**config.mk**
```make
export PLATFORM = sky130hd
export DESIGN_NAME = fifo_pkt_reader
export DESIGN_NICKNAME = d
export VERILOG_FILES = /design/src/rtl/fifo_pkt_reader_pkg.sv /design/src/rtl/fifo_pkt_reader.sv
export SDC_FILE = /design/constraint.sdc
export NUM_CORES = 1
export LEC_CHECK = 0
export ABC_AREA = 1
export CAP_MARGIN = 20
export CORE_MARGIN = 2
export CORE_UTILIZATION = 50
export DETAILED_ROUTE_END_ITERATION = 8
export DONT_BUFFER_PORTS = 1
export GPL_TIMING_DRIVEN = 0
export HOLD_SLACK_MARGIN = 0.03
export PLACE_DENSITY_LB_ADDON = 0.3
export SETUP_SLACK_MARGIN = 0.02
export SLEW_MARGIN = 20
export SYNTH_ARGS = -nofsm -noshare
export SYNTH_HDL_FRONTEND = slang
export SYNTH_SLANG_ARGS = --single-unit
```
**constraint.sdc**
```tcl
create_clock -name sys_clock_i -period 1.2 [get_ports sys_clock_i]
set_input_delay 0.24 -clock sys_clock_i [delete_from_list [all_inputs] [get_ports sys_clock_i]]
set_output_delay 0.24 -clock sys_clock_i [all_outputs]
set_load 0.005 [all_outputs]
```
**src/rtl/fifo_pkt_reader_pkg.sv**
```systemverilog
// Shared types and helpers for the FIFO packet reader.
package fifo_pkt_reader_pkg;

    // FSM state encoding
    typedef logic [0:0] state_t;
    localparam state_t COLLECT = 1'b0;
    localparam state_t HOLD    = 1'b1;

    // Default geometry
    localparam int unsigned DATA_WIDTH_DFLT    = 64;
    localparam int unsigned BEATS_PER_PKT_DFLT = 2;
    localparam int unsigned CNT_WIDTH_DFLT     = 16;

    // Beat counter width: at least one bit even for single-beat packets
    function automatic int unsigned calc_beat_cnt_width(input int unsigned beats);
        return (beats > 1) ? int'($clog2(beats)) : 1;
    endfunction

    // Packet width for a given beat size and beat count
    function automatic int unsigned calc_pkt_width(input int unsigned dw, input int unsigned beats);
        return dw * beats;
    endfunction

    // Bit offset of beat k; beat 0 sits in the most significant word
    function automatic int unsigned beat_offset(input int unsigned k,
                                                input int unsigned beats,
                                                input int unsigned dw);
        return (beats - 1 - k) * dw;
    endfunction

endpackage

```
**src/rtl/fifo_pkt_reader.sv**
```systemverilog
// Pops fixed-size multi-beat packets from a fall-through FIFO and
// presents each assembled packet on a valid/ack handshake.
module fifo_pkt_reader
    import fifo_pkt_reader_pkg::*;
#(
    parameter int unsigned data_width    = DATA_WIDTH_DFLT,
    parameter int unsigned beats_per_pkt = BEATS_PER_PKT_DFLT,
    parameter int unsigned cnt_width     = CNT_WIDTH_DFLT
) (
    input  logic                                sys_clock_i,
    input  logic                                sys_reset_n_i,
    input  logic                                fifo_empty_i,
    input  logic [data_width-1:0]               fifo_data_i,
    output logic                                fifo_read_o,
    input  logic                                flush_i,
    output logic [data_width*beats_per_pkt-1:0] pkt_data_o,
    output logic                                pkt_valid_o,
    input  logic                                pkt_ack_i,
    output logic [cnt_width-1:0]                pkt_count_o,
    output logic                                busy_o
);

    localparam int unsigned pkt_width      = calc_pkt_width(data_width, beats_per_pkt);
    localparam int unsigned beat_cnt_width = calc_beat_cnt_width(beats_per_pkt);
    localparam int unsigned off_width      = (pkt_width > 1) ? int'($clog2(pkt_width)) : 1;
    localparam int unsigned slot0_off      = beat_offset(0, beats_per_pkt, data_width);
    localparam logic [beat_cnt_width-1:0] last_beat = beat_cnt_width'(beats_per_pkt - 1);

    state_t                      state_q, state_d;
    logic [beat_cnt_width-1:0]   beat_cnt_q, beat_cnt_d;
    logic [pkt_width-1:0]        pkt_q, pkt_d;
    logic [cnt_width-1:0]        count_q, count_d;
    logic                        busy_q, busy_d;
    logic [off_width-1:0]        wr_off;
    logic                        pop_c;

    // Pop strobe: only when data is present, never during reset or flush
    always_comb begin
        pop_c = sys_reset_n_i && !fifo_empty_i && !flush_i &&
                ((state_q == COLLECT) || ((state_q == HOLD) && pkt_ack_i));
    end

    // Next-state, packet assembly and delivery counter
    always_comb begin
        state_d    = state_q;
        beat_cnt_d = beat_cnt_q;
        pkt_d      = pkt_q;
        count_d    = count_q;
        wr_off     = off_width'(beat_offset(32'(beat_cnt_q), beats_per_pkt, data_width));

        case (state_q)
            COLLECT: begin
                if (flush_i) begin
                    beat_cnt_d = '0;
                end else if (pop_c) begin
                    pkt_d[wr_off +: data_width] = fifo_data_i;
                    if (beat_cnt_q == last_beat) begin
                        beat_cnt_d = '0;
                        state_d    = HOLD;
                    end else begin
                        beat_cnt_d = beat_cnt_q + beat_cnt_width'(1);
                    end
                end
            end
            HOLD: begin
                if (pkt_ack_i) begin
                    count_d = count_q + cnt_width'(1);
                    if (pop_c) begin
                        // Beat 0 of the next packet lands on the ack edge
                        pkt_d[slot0_off +: data_width] = fifo_data_i;
                        if (beats_per_pkt == 1) begin
                            state_d    = HOLD;
                            beat_cnt_d = '0;
                        end else begin
                            state_d    = COLLECT;
                            beat_cnt_d = beat_cnt_width'(1);
                        end
                    end else begin
                        state_d    = COLLECT;
                        beat_cnt_d = '0;
                    end
                end
            end
            default: begin
                state_d    = COLLECT;
                beat_cnt_d = '0;
            end
        endcase

        busy_d = (beat_cnt_d != '0) || (state_d == HOLD);
    end

    // State, packet, counter and busy registers
    always_ff @(posedge sys_clock_i or negedge sys_reset_n_i) begin
        if (!sys_reset_n_i) begin
            state_q    <= COLLECT;
            beat_cnt_q <= '0;
            pkt_q      <= '0;
            count_q    <= '0;
            busy_q     <= 1'b0;
        end else begin
            state_q    <= state_d;
            beat_cnt_q <= beat_cnt_d;
            pkt_q      <= pkt_d;
            count_q    <= count_d;
            busy_q     <= busy_d;
        end
    end

    assign fifo_read_o = pop_c;
    assign pkt_data_o  = pkt_q;
    assign pkt_valid_o = (state_q == HOLD);
    assign pkt_count_o = count_q;
    assign busy_o      = busy_q;

endmodule
```
# Yosys cells after proc, flatten, opt, wreduce, memory -nomap -nowiden
# Cells that the tools add are included.
[word_totals]
regBits = 147
in_bits = 69
out_inout_bits = 147
elab_cells = 46
[op_classes]
add_sub_neg = 4
n_eq_ne = 4
n_shift = 2
mux = 17
bitwise = 2
n_reduce_logical = 11
[op_table]
columns = ["op", "n"]
rows = [
  ["$mux 128", 2],
  ["$bwmux 128", 1],
  ["$mux 64", 2],
  ["$pmux 64 s2", 1],
  ["$shift 64x9->128 const A", 1],
  ["$shiftx 64x9->128", 1],
  ["$add 16x1->16 const B", 1],
  ["$mux 1", 9],
  ["$neg 7->9", 1],
  ["$ne 2x2->1 const B", 4],
  ["$logic_and 1x1->1", 4],
  ["$pmux 1 s2", 2],
  ["$reduce_and 4->1", 1],
  ["$reduce_and 3->1", 1],
  ["$logic_not 1->1", 2],
  ["$logic_or 1x1->1", 2],
  ["$not 1->1", 2],
  ["$reduce_and 2->1", 1],
  ["$add 1x1->1 const B", 1],
  ["$sub 1x1->1 const A", 1],
]

# Logic depth before layout (Yosys ltp)
# Gate-level depths: netlist of the first run.
[depth]
ltp_word = 8
ltp_mapped = 11
depth_no_buf = 9

# Worst setup path after synthesis of the first run
# Ideal clock, no wire load.
[synth_path]
path_type = "register -> register"
from = "register state_q, in the netlist pkt_valid_o"
to = "register pkt_q[100], in the netlist pkt_data_o[100]"
setup_ns = 0.130
t_arrival_ns = 1.264
slack_ns = -0.194
stages_incl_launch_ff = 11
n_path_buf = 2
cell_sequence = "dfrtp_1 > nand2_1 > inv_2 > nor2_4 > inv_4 > nor2_8 > inv_4 > buf_6 > buf_6 > nand2_1 > o21ai_1"
[synth_via]
elab_chain_cells = 5
elab_cells_between_ends = 10
classes_between = "eq/ne (4); mux (1); bitwise (1); reduce/logical (4)"
[synth_rtl]
columns = ["item", "line", "rtl"]
rows = [
  ["start, declared", "fifo_pkt_reader.sv:29", "state_t state_q, state_d;"],
  ["start signal, assigned", "fifo_pkt_reader.sv:102", "state_q <= state_d;"],
  ["$logic_and 1x1->1 / $not 1->1 (equally long branches)", "--", ""],
  ["$logic_or 1x1->1 (*)", "fifo_pkt_reader.sv:40", "((state_q == COLLECT) || ((state_q == HOLD) && pkt_ack_i));"],
  ["$logic_and 1x1->1 (*)", "fifo_pkt_reader.sv:39", "pop_c = sys_reset_n_i && !fifo_empty_i && !flush_i &&"],
  ["via fifo_read_o", "fifo_pkt_reader.sv:14", "output logic fifo_read_o,"],
  ["$ne 2x2->1 (no line)", "--", ""],
  ["$reduce_and 4->1 (no line) (*)", "--", ""],
  ["end signal, assigned", "fifo_pkt_reader.sv:104", "pkt_q <= pkt_d;"],
  ["end, declared", "fifo_pkt_reader.sv:31", "logic [pkt_width-1:0] pkt_q, pkt_d;"],
]
# Mark *: on every way through the listed nets, which the timed path passes. The rest lies on a longest branch.
# A chain may end at the register's enable or synchronous reset.

# Final worst setup path of the first run
[layout_path]
from = "register state_q, in the netlist pkt_valid_o"
to = "register pkt_q[112], in the netlist pkt_data_o[112]"
# Same word-level chain as after synthesis.

==> metrics.md, run 1 <==
| Metric | Value |
|---|---|
| Failing checks | negative hold slack, negative setup slack |
| Count of cell types in the netlist | 23 |
| Initial antenna violation count | 0 |
| Endpoints failing setup | 137 |
| Leading cell types by total area after synthesis | dfrtp_1 64%, nand2_1 11%, o21ai_0 5.5%, inv_1 5.2%, o21ai_1 5.0% |
| Post-synth net total | 667 |
| Most common cell in the synthesized netlist | nand2_1 |
| Sw frac | 0.272 |
| Final GP Congestion | 0.829 |
| Clock sink count | 147 |
| TNS Setup | -29.86 ns |
| P per Cell Area | 1730 mW/mm^2 |
| Max-cap check violation count | 0 |
| Reg2Reg Setup Slack | -0.36 ns |
| Cells after synthesis | 597 |
| Syn_area_per_cell | 9.60 um^2 |
| CP max stage delay | 0.47 ns |
| Ys flop type | dfrtp_1 |
| Deepest clock path buffer count | 2 |
| Worst skew pair latency | 0.42 ns |
| Total Nets Final | 783 |
| H-tree Lvls | 4 |
| Hold buffer count at cts | 64 |
| Sequential area share after synthesis | 0.642 |
| Vias per inst | 5.41 |
| Routed wire length | 16700 um |
| DIE AREA | 0.0123 mm^2 |
| DR iter-0 viols | 327 |
| Layout cells sized above 1 | 0.324 |
| Hold crit path type | in -> async |
| Clock Pin Slew Worst Setup and Hold Paths | 0.06 ns |
| First-pass GRT wire length | 25500 um |
| Unrepaired setup endpoints after global routing | yes |
| Synth top cells by count | 166 x nand2_1, 147 x dfrtp_1, 80 x inv_1 |
| Detailed Routing Iterations Pass 1 | 4 |
| Final hold vios | 147 |
| Dpl hpwl | 9140 um |
| Async SR Flop Fraction | 1.00 |
| Hold Slack | -0.485 ns |
| Crit path max-delay cell type | dfrtp_2 |
| Final period utilization | 1.30 |
| Fin worst setup slack | -0.355 ns |
| Seq cells post-synth | 147 |
| Top delay family on crit path | flip-flops |
| Clk pwr share | 0.390 |
| Internal power | 0.0107 W |
| Worst IR Drop VDD | 1.41 mV |
| Core area | 0.0113 mm^2 |
| Die span in x | 111 um |
| Sequential share of power | 0.481 |
| Max Fclk | 0.643 GHz |
| I/O Buffers | 0 |
| Pre-CTS setup slack | -0.475 ns |
| Crit path arrival time | 1.85 ns |
| Crit path buf inv count | 5 |
| R2r endpoint | pkt_data_o[112] |
| Area growth, synth to finish | 48.7% |
| Via count | 4704 |
| Worst Skew | 0.00542 ns |
| CTS buffer count | 17 |
| DRC violations left | 0 |
| Yosys warns | 0 |
| Most Frequent Cell on Critical Path | buf_8 |
| Diode count | 0 |
| Clock root buffer | clkbuf_16 |
| Post-synth EDFFs | 0 |
| Fill cell count | 692 |
| Worst-margin pin slew | 0.464 ns |
| All-Layer GR Usage | 0.264 |
| Die height | 111 um |
| DRT antenna net count | 0 |
| Vias in the first global route | 4958 |
| Sw Pwr | 0.00400 W |
| CP Capture Type | flop |
| Post-Syn Area | 0.00573 mm^2 |
| Crit path kind | reg -> reg |
| Max-slew violations | 0 |
| Comb power frac | 0.130 |
| RR Startpoint | pkt_valid_o |
| Worst slew margin | 0.690 |
| Pin count of the biggest net entering global routing | 149 |
| Worst setup SP type | flop |
| # IOs | 216 |
| Status | finished, violations left |
| Leak | 4.21 nW |
| GRT overflow | 0 |
| Cell taking the most area after synthesis | dfrtp_1 |
| Row count | 39 |
| Critical Path RT | 1.49 ns |
| Initial Utilization | 0.506 |
| Max Fanout on Critical Path | 10 |
| Minimum clock period after layout | 1.56 ns |
| Reg2Reg Depth | 10 |
| Critical Path, Cell by Cell | nand2_2, inv_2, nor2_4, inv_4, nor2_8, inv_6, buf_8, buf_8, nand2_1, o21ai_1 |
| Post-synth top area share | 0.642 |
| Routed WL per cell | 19.2 um |
| CTS tree | built |
==> sequential cells by signal, summed over array words and instances, names as in the netlist <==
signal,cells
beat_cnt_q,1
busy_o,1
pkt_count_o,16
pkt_data_o,128
pkt_valid_o,1
==> through the flow <==
stage | utilization | cells | area (um^2) | power, W
final | 0.753 | 869 | 8520 | 0.0147
after global routing | 0.753 | 869 | 8520 | 0.0153
after CTS | 0.712 | 863 | 8060 | 0.0143
after detailed placement | 0.522 | 740 | 5910 | 0.00803
after global placement | 0.522 | 740 | 5910 | 0.00792
after floorplan | - | 597 | 5730 | 0.00754
==> layout by cell type, fill, tap and decap left out, drive strengths merged <==
cell type,instances
nand2,169
dfrtp,147
o21ai,124
inv,82
dlygate4sd3,64
buf,48
clkbuf,33
nor2,24
nand3,8
xor2,7
bufinv,4
xnor2,4
clkinv,4
nand4,3
nor3,2
nand3b,1
ha,1
clkinvlp,1
==> kinds of logic after synthesis <==
| family | Yosys count | synth area share |
|---|---|---|
| simple gates | 205 | 0.143 |
| compound gates | 124 | 0.111 |
| fa+ha+maj | 1 | 0.00218 |
| xor+xnor | 11 | 0.0168 |
| flops | 147 | 0.642 |
| buf+inv | 109 | 0.0849 |
==> per-layer routing <==
layer	GRT usage	vias to the layer above	share of wire
met5	0	-	0
met4	0.124	0	0.034
met3	0.0979	53	0.088
met2	0.445	224	0.52
met1	0.300	2310	0.36
li1	-	2117	-
==> how the worst max path moves through the flow <==
stage,depth (start not counted),startpoint,endpoint,slack [ns]
2_1_floorplan,10,pkt_valid_o,pkt_data_o[100],-0.16
3_3_place_gp,6,pkt_valid_o,pkt_data_o[51],-0.42
3_5_place_dp,6,pkt_valid_o,pkt_data_o[44],-0.48
4_1_cts,10,pkt_valid_o,pkt_data_o[114],-0.33
5_1_grt,10,pkt_valid_o,pkt_data_o[100],-0.41
6_report,10,pkt_valid_o,pkt_data_o[112],-0.36
==> cell type report <==
class / instances / area (um^2) / share of cell area
Timing Repair Buffer: 96 / 1090 / 0.128
Clock buffer: 24 / 502 / 0.0589
Clock inverter: 8 / 146 / 0.0172
Buffer: 25 / 350 / 0.0411
Inverter: 83 / 332 / 0.0389
Multi-Input combinational cell: 343 / 2240 / 0.263
Sequential cell: 147 / 3690 / 0.432
Tap cell: 143 / 179 / 0.0210
==> power by group through the flow <==
stage	Sequential [W]	Clock [W]	Combinational, W
6_report	0.00708	0.00574	0.00191
5_1_grt	0.00718	0.00602	0.00214
4_1_cts	0.00692	0.00579	0.00158
3_3_place_gp	0.00690	0	0.00102
2_1_floorplan	0.00663	0	0.000905
3_5_place_dp	0.00692	0	0.00111
==> repair_timing <==
item                                    in CTS  in global routing
pin swaps                                    8                 13
resized for setup                          191                124
endpoints found under the setup margin     142                146
gates cloned                                14                  0
buffers inserted                            13                  8
endpoints found under the hold margin      274                147
Power figures use the tool's default switching activity.
==> inputs of run 2 (changes only) <==
Settings changed: CTS_CLUSTER_DIAMETER set to 30, SKIP_CTS_REPAIR_TIMING set to 1.
Clock period 1.2 ns to 1.93 ns, I/O delays scaled along.
==> metrics.md, run 2 (synthesized netlist as in run 1, its figures left out) <==
| Metric | Value |
|---|---|
| Routed WL per cell | 16.7 um |
| Final period utilization | 0.886 |
| Worst slew margin | 0.665 |
| Crit path max-delay cell type | dfrtp_1 |
| Crit path kind | reg -> reg |
| Initial antenna violation count | 0 |
| Pin count of the biggest net entering global routing | 149 |
| Max Fclk | 0.585 GHz |
| Commonest non-fill, non-tap cell in the layout | nand2_1 |
| I/O Buffers | 0 |
| Die height | 111 um |
| Pre-CTS setup slack | 0.259 ns |
| Sequential share of power | 0.526 |
| Total Nets Final | 686 |
| # IOs | 216 |
| Worst IR Drop VDD | 0.900 mV |
| Routed wire length | 12900 um |
| Layout Cells excl Fill | 772 |
| DR iter-0 viols | 332 |
| Sw frac | 0.268 |
| Hold Slack | -0.334 ns |
| Placed cell count | 740 |
| Hold crit path type | in -> async |
| CP max stage delay | 0.46 ns |
| Via count | 4016 |
| Sw Pwr | 0.00217 W |
| Critical Path RT | 2.23 ns |
| Vias in the first global route | 4129 |
| Max-cap check violation count | 0 |
| Internal power | 0.00593 W |
| Number of flip-flops in the largest register | 128 |
| Unrepaired setup endpoints after global routing | no |
| CP Capture Type | flop |
| Failing checks | negative hold slack |
| Diode count | 0 |
| Post-place instance area | 0.00591 mm^2 |
| Clock root buffer | clkbuf_16 |
| Core area | 0.0113 mm^2 |
| Deepest clock path buffer count | 2 |
| Worst-margin pin slew | 0.502 ns |
| Critical Path, Cell by Cell | nor2_2, nand2_2, clkbuf_1, o21ai_0 |
| All-Layer GR Usage | 0.218 |
| First-pass GRT wire length | 21200 um |
| Area growth, synth to finish | 13.2% |
| P per Cell Area | 1250 mW/mm^2 |
| Clk pwr share | 0.390 |
| Worst skew pair latency | 0.41 ns |
| DIE AREA | 0.0123 mm^2 |
| H-tree Lvls | 4 |
| Top delay family on crit path | simple AND/OR/NAND/NOR gates |
| Max-slew violations | 0 |
| Minimum clock period after layout | 1.71 ns |
| Max Fanout on Critical Path | 10 |
| Reg2Reg Depth | 4 |
| DRC violations left | 0 |
| Worst setup SP type | flop |
| Final hold vios | 147 |
| Initial Utilization | 0.506 |
| DRT antenna net count | 0 |
| CTS tree | built |
| Clock sink count | 147 |
| Design Power | 0.00810 W |
| Layout cells sized above 1 | 0.0890 |
| Status | finished, violations left |
| Leak | 3.38 nW |
| Cell area after layout | 0.00649 mm^2 |
| Vias per inst | 5.20 |
| Dpl hpwl | 9220 um |
| CTS buffer count | 17 |
| WP depth | 4 |
| Fin worst setup slack | 0.220 ns |
| Die span in x | 111 um |
| Crit path arrival time | 2.01 ns |
| Row count | 39 |
| TNS Setup | 0 ns |
| Clock Pin Slew Worst Setup and Hold Paths | 0.06 ns |
| Endpoints failing setup | 0 |
| Final GP Congestion | 0.799 |
| Crit path buf inv count | 1 |
| Comb power frac | 0.084 |
| GRT overflow | 0 |
| Worst Skew | 0.00411 ns |
| Detailed Routing Iterations Pass 1 | 4 |
| Most frequent cells in the layout | 166 x nand2_1, 147 x dfrtp_1, 80 x inv_1 |
-- run 2: cell count changes in the layout (fill, tap and decap cells not counted), moves of 6 or more --
cell           previous run  this run
nand2_1                  99       166
dlygate4sd3_1            64         0
o21ai_0                  17        63
o21ai_2                  47         4
nand2_4                  39         0
nand2_2                  29         1
buf_8                    15         0
clkbuf_1                  2        13
buf_4                    10         0
nor2_1                   13        21
nor2_4                    8         1
clkbuf_8                  7         1
dfrtp_1                 141       147
dfrtp_2                   6         0
-- run 2: layer usage --
metal / part of all wire / wire length [um] / GRT usage / vias to the layer above
met5: 0 / 0 / 0 / -
met3: 0.10 / 1300 / 0.0919 / 27
met4: 0.022 / 289 / 0.0938 / 0
met1: 0.39 / 5070 / 0.262 / 1905
met2: 0.48 / 6240 / 0.347 / 193
li1: - / - / - / 1891
-- run 2: path summary, 6_finish.rpt --
check / to / slack, ns / from
setup / recovery: pkt_data_o[35] / 0.22 / pkt_valid_o
hold / removal: pkt_data_o[38] / -0.33 / sys_reset_n_i
setup reg to reg: pkt_data_o[35] / 0.22 / pkt_valid_o
hold reg to reg: pkt_data_o[28] / 0.51 / pkt_data_o[28]
max in group asynchronous: pkt_data_o[71] / 2.12 / sys_reset_n_i
min in group sys_clock_i: pkt_data_o[62] / 0.08 / fifo_data_i[62]
-- run 2: cell type report --
| type | count | area [um^2] |
|---|---|---|
| buffer | 26 | 170 |
| clock buffer | 18 | 439 |
| clock inverter | 14 | 139 |
| fill | 981 | 4830 |
| inverter | 83 | 317 |
| multi-input combinational | 341 | 1570 |
| sequential | 147 | 3680 |
| tap | 143 | 179 |
-- run 2: per-stage QoR --
step	hold WS (ns)	utilization
floorplan	0.0904	-
global placement	0.0931	0.522
detailed placement	0.0931	0.522
CTS	-0.356	0.573
global route	-0.359	0.573
finish	-0.334	0.573
-- run 2: power groups by stage --
stage          Sequential, W  Combinational, W  Clock, W
3_3_place_gp         0.00429          0.000634         0
5_1_grt              0.00433          0.000813   0.00335
4_1_cts              0.00426          0.000694   0.00323
3_5_place_dp         0.00431          0.000694         0
6_report             0.00426          0.000680   0.00316
2_1_floorplan        0.00412          0.000562         0
==> inputs of run 3 (changes only) <==
Settings changed: CORE_UTILIZATION 50 to 65, CTS_CLUSTER_SIZE set to 8.
==> metrics.md, run 3 (synthesized netlist as in run 1, its figures left out) <==
| Metric | Value |
|---|---|
| Status | finished, violations left |
| Failing checks | negative hold slack |
| Post-place instance area | 0.00587 mm^2 |
| Fin worst setup slack | 0.208 ns |
| Via count | 4349 |
| Die span in x | 97.9 um |
| Sw frac | 0.280 |
| Max-slew violations | 0 |
| Routed wire length | 13900 um |
| Fill cell count | 554 |
| Fin util | 0.790 |
| Reg2Reg Depth | 8 |
| Design Power | 0.00820 W |
| Minimum clock period after layout | 1.72 ns |
| GRT overflow | 0 |
| Clock Pin Slew Worst Setup and Hold Paths | 0.06 ns |
| H-tree Lvls | 4 |
| DRC violations left | 0 |
| Reg2Reg Setup Slack | 0.24 ns |
| DR iter-0 viols | 243 |
| Final hold vios | 147 |
| Comb power frac | 0.094 |
| Pin count of the biggest net entering global routing | 149 |
| Core area | 0.00864 mm^2 |
| Cell area after layout | 0.00682 mm^2 |
| Crit path arrival time | 1.34 ns |
| Vias in the first global route | 4297 |
| Worst Skew | 0.00953 ns |
| Worst skew pair latency | 0.52 ns |
| Worst-margin pin slew | 0.498 ns |
| Critical Path RT | 1.54 ns |
| Pre-CTS setup slack | 0.317 ns |
| Commonest non-fill, non-tap cell in the layout | nand2_1 |
| Hold crit path type | in -> async |
| Unrepaired setup endpoints after global routing | no |
| DIE AREA | 0.00959 mm^2 |
| Sw Pwr | 0.00229 W |
| Internal power | 0.00591 W |
| First-pass GRT wire length | 21200 um |
| Clock sink count | 147 |
| Leak | 3.55 nW |
| Clock root buffer | clkbuf_8 |
| Max Fanout on Critical Path | 6 |
| Deepest clock path buffer count | 2 |
| Worst slew margin | 0.668 |
| RR Startpoint | pkt_valid_o |
| Layout cells sized above 1 | 0.0810 |
| Sequential share of power | 0.521 |
| Area growth, synth to finish | 19.1% |
| Final GP Congestion | 0.843 |
| Max Fclk | 0.581 GHz |
| Initial antenna violation count | 0 |
| Diode count | 0 |
| Number of flip-flops in the largest register | 128 |
| R2r endpoint | pkt_data_o[76] |
| Initial Utilization | 0.664 |
| Endpoints failing setup | 0 |
| Worst IR Drop VDD | 0.746 mV |
| CTS buffer count | 17 |
| Total Nets Final | 725 |
| P per Cell Area | 1200 mW/mm^2 |
| CP Capture Type | output port |
| Routed WL per cell | 17.9 um |
| # IOs | 216 |
| DRT antenna net count | 0 |
| Most frequent cells in the layout | 166 x nand2_1, 147 x dfrtp_1, 80 x inv_1 |
| Die height | 97.9 um |
| Final period utilization | 0.892 |
| CP startpoint | pkt_valid_o |
| Dpl hpwl | 9060 um |
| TNS Setup | 0 ns |
| Row count | 34 |
| I/O Buffers | 0 |
| Worst setup SP type | flop |
| Detailed Routing Iterations Pass 1 | 5 |
| Clk pwr share | 0.385 |
| CTS tree | built |
| Crit path kind | reg -> out |
| Max-cap check violation count | 0 |
| Vias per inst | 5.61 |
| All-Layer GR Usage | 0.282 |
| Crit path to | fifo_read_o |
| Hold Slack | -0.440 ns |
run 3: changes by cell type in the layout (fill, tap and decap cells not counted):
cell and delta:
clkinv_2 -4, clkbuf_1 +1, clkinv_4 +1, inv_6 +5
dlygate4sd3_1 +39, clkbuf_16 -1, clkinvlp_4 -3
run 3: area by class of cell:
type	count	area, um^2	area share
Sequential cell	147	3680	0.539
Multi-Input combinational cell	341	1570	0.230
Clock buffer	18	418	0.0612
Timing Repair Buffer	39	390	0.0572
Inverter	83	317	0.0464
Buffer	26	170	0.0249
Clock inverter	13	149	0.0218
Tap cell	108	135	0.0198
run 3: through the flow:
stage / cells / hold slack (ns)
after floorplan: 597 / 0.0904
after global placement: 705 / 0.0932
after detailed placement: 705 / 0.0933
after CTS: 736 / -0.460
after global routing: 775 / -0.475
final: 775 / -0.440
run 3: worst min path at each step:
stage	from	end	slack (ns)	cells after the start
after floorplan	sys_reset_n_i	beat_cnt_q	0.09	0
after global placement	sys_reset_n_i	pkt_data_o[37]	0.09	0
after detailed placement	sys_reset_n_i	pkt_data_o[37]	0.09	0
after CTS	sys_reset_n_i	pkt_data_o[83]	-0.46	0
after global routing	sys_reset_n_i	pkt_data_o[105]	-0.48	0
final	sys_reset_n_i	pkt_data_o[98]	-0.44	0
run 3: critical path, cell delays in order, from the launching register on:
cell and delay [ns]:
dfrtp_1 0.47, nand2_1 0.12, inv_2 0.06, nor2_4 0.17
run 3: per-layer routing:
layer | routed length [um] | vias to the layer above | global-route usage
met5 | 0 | - | 0
met3 | 1430 | 37 | 0.120
met2 | 6900 | 226 | 0.447
met4 | 422 | 0 | 0.122
li1 | - | 1981 | -
met1 | 5100 | 2105 | 0.341
run 3: power by group through the flow:
stage	registers, W	clock network (W)	logic [W]
2_1_floorplan	0.00412	0	0.000562
3_3_place_gp	0.00429	0	0.000629
3_5_place_dp	0.00431	0	0.000693
4_1_cts	0.00427	0.00319	0.000692
5_1_grt	0.00434	0.00332	0.000916
6_report	0.00428	0.00316	0.000770
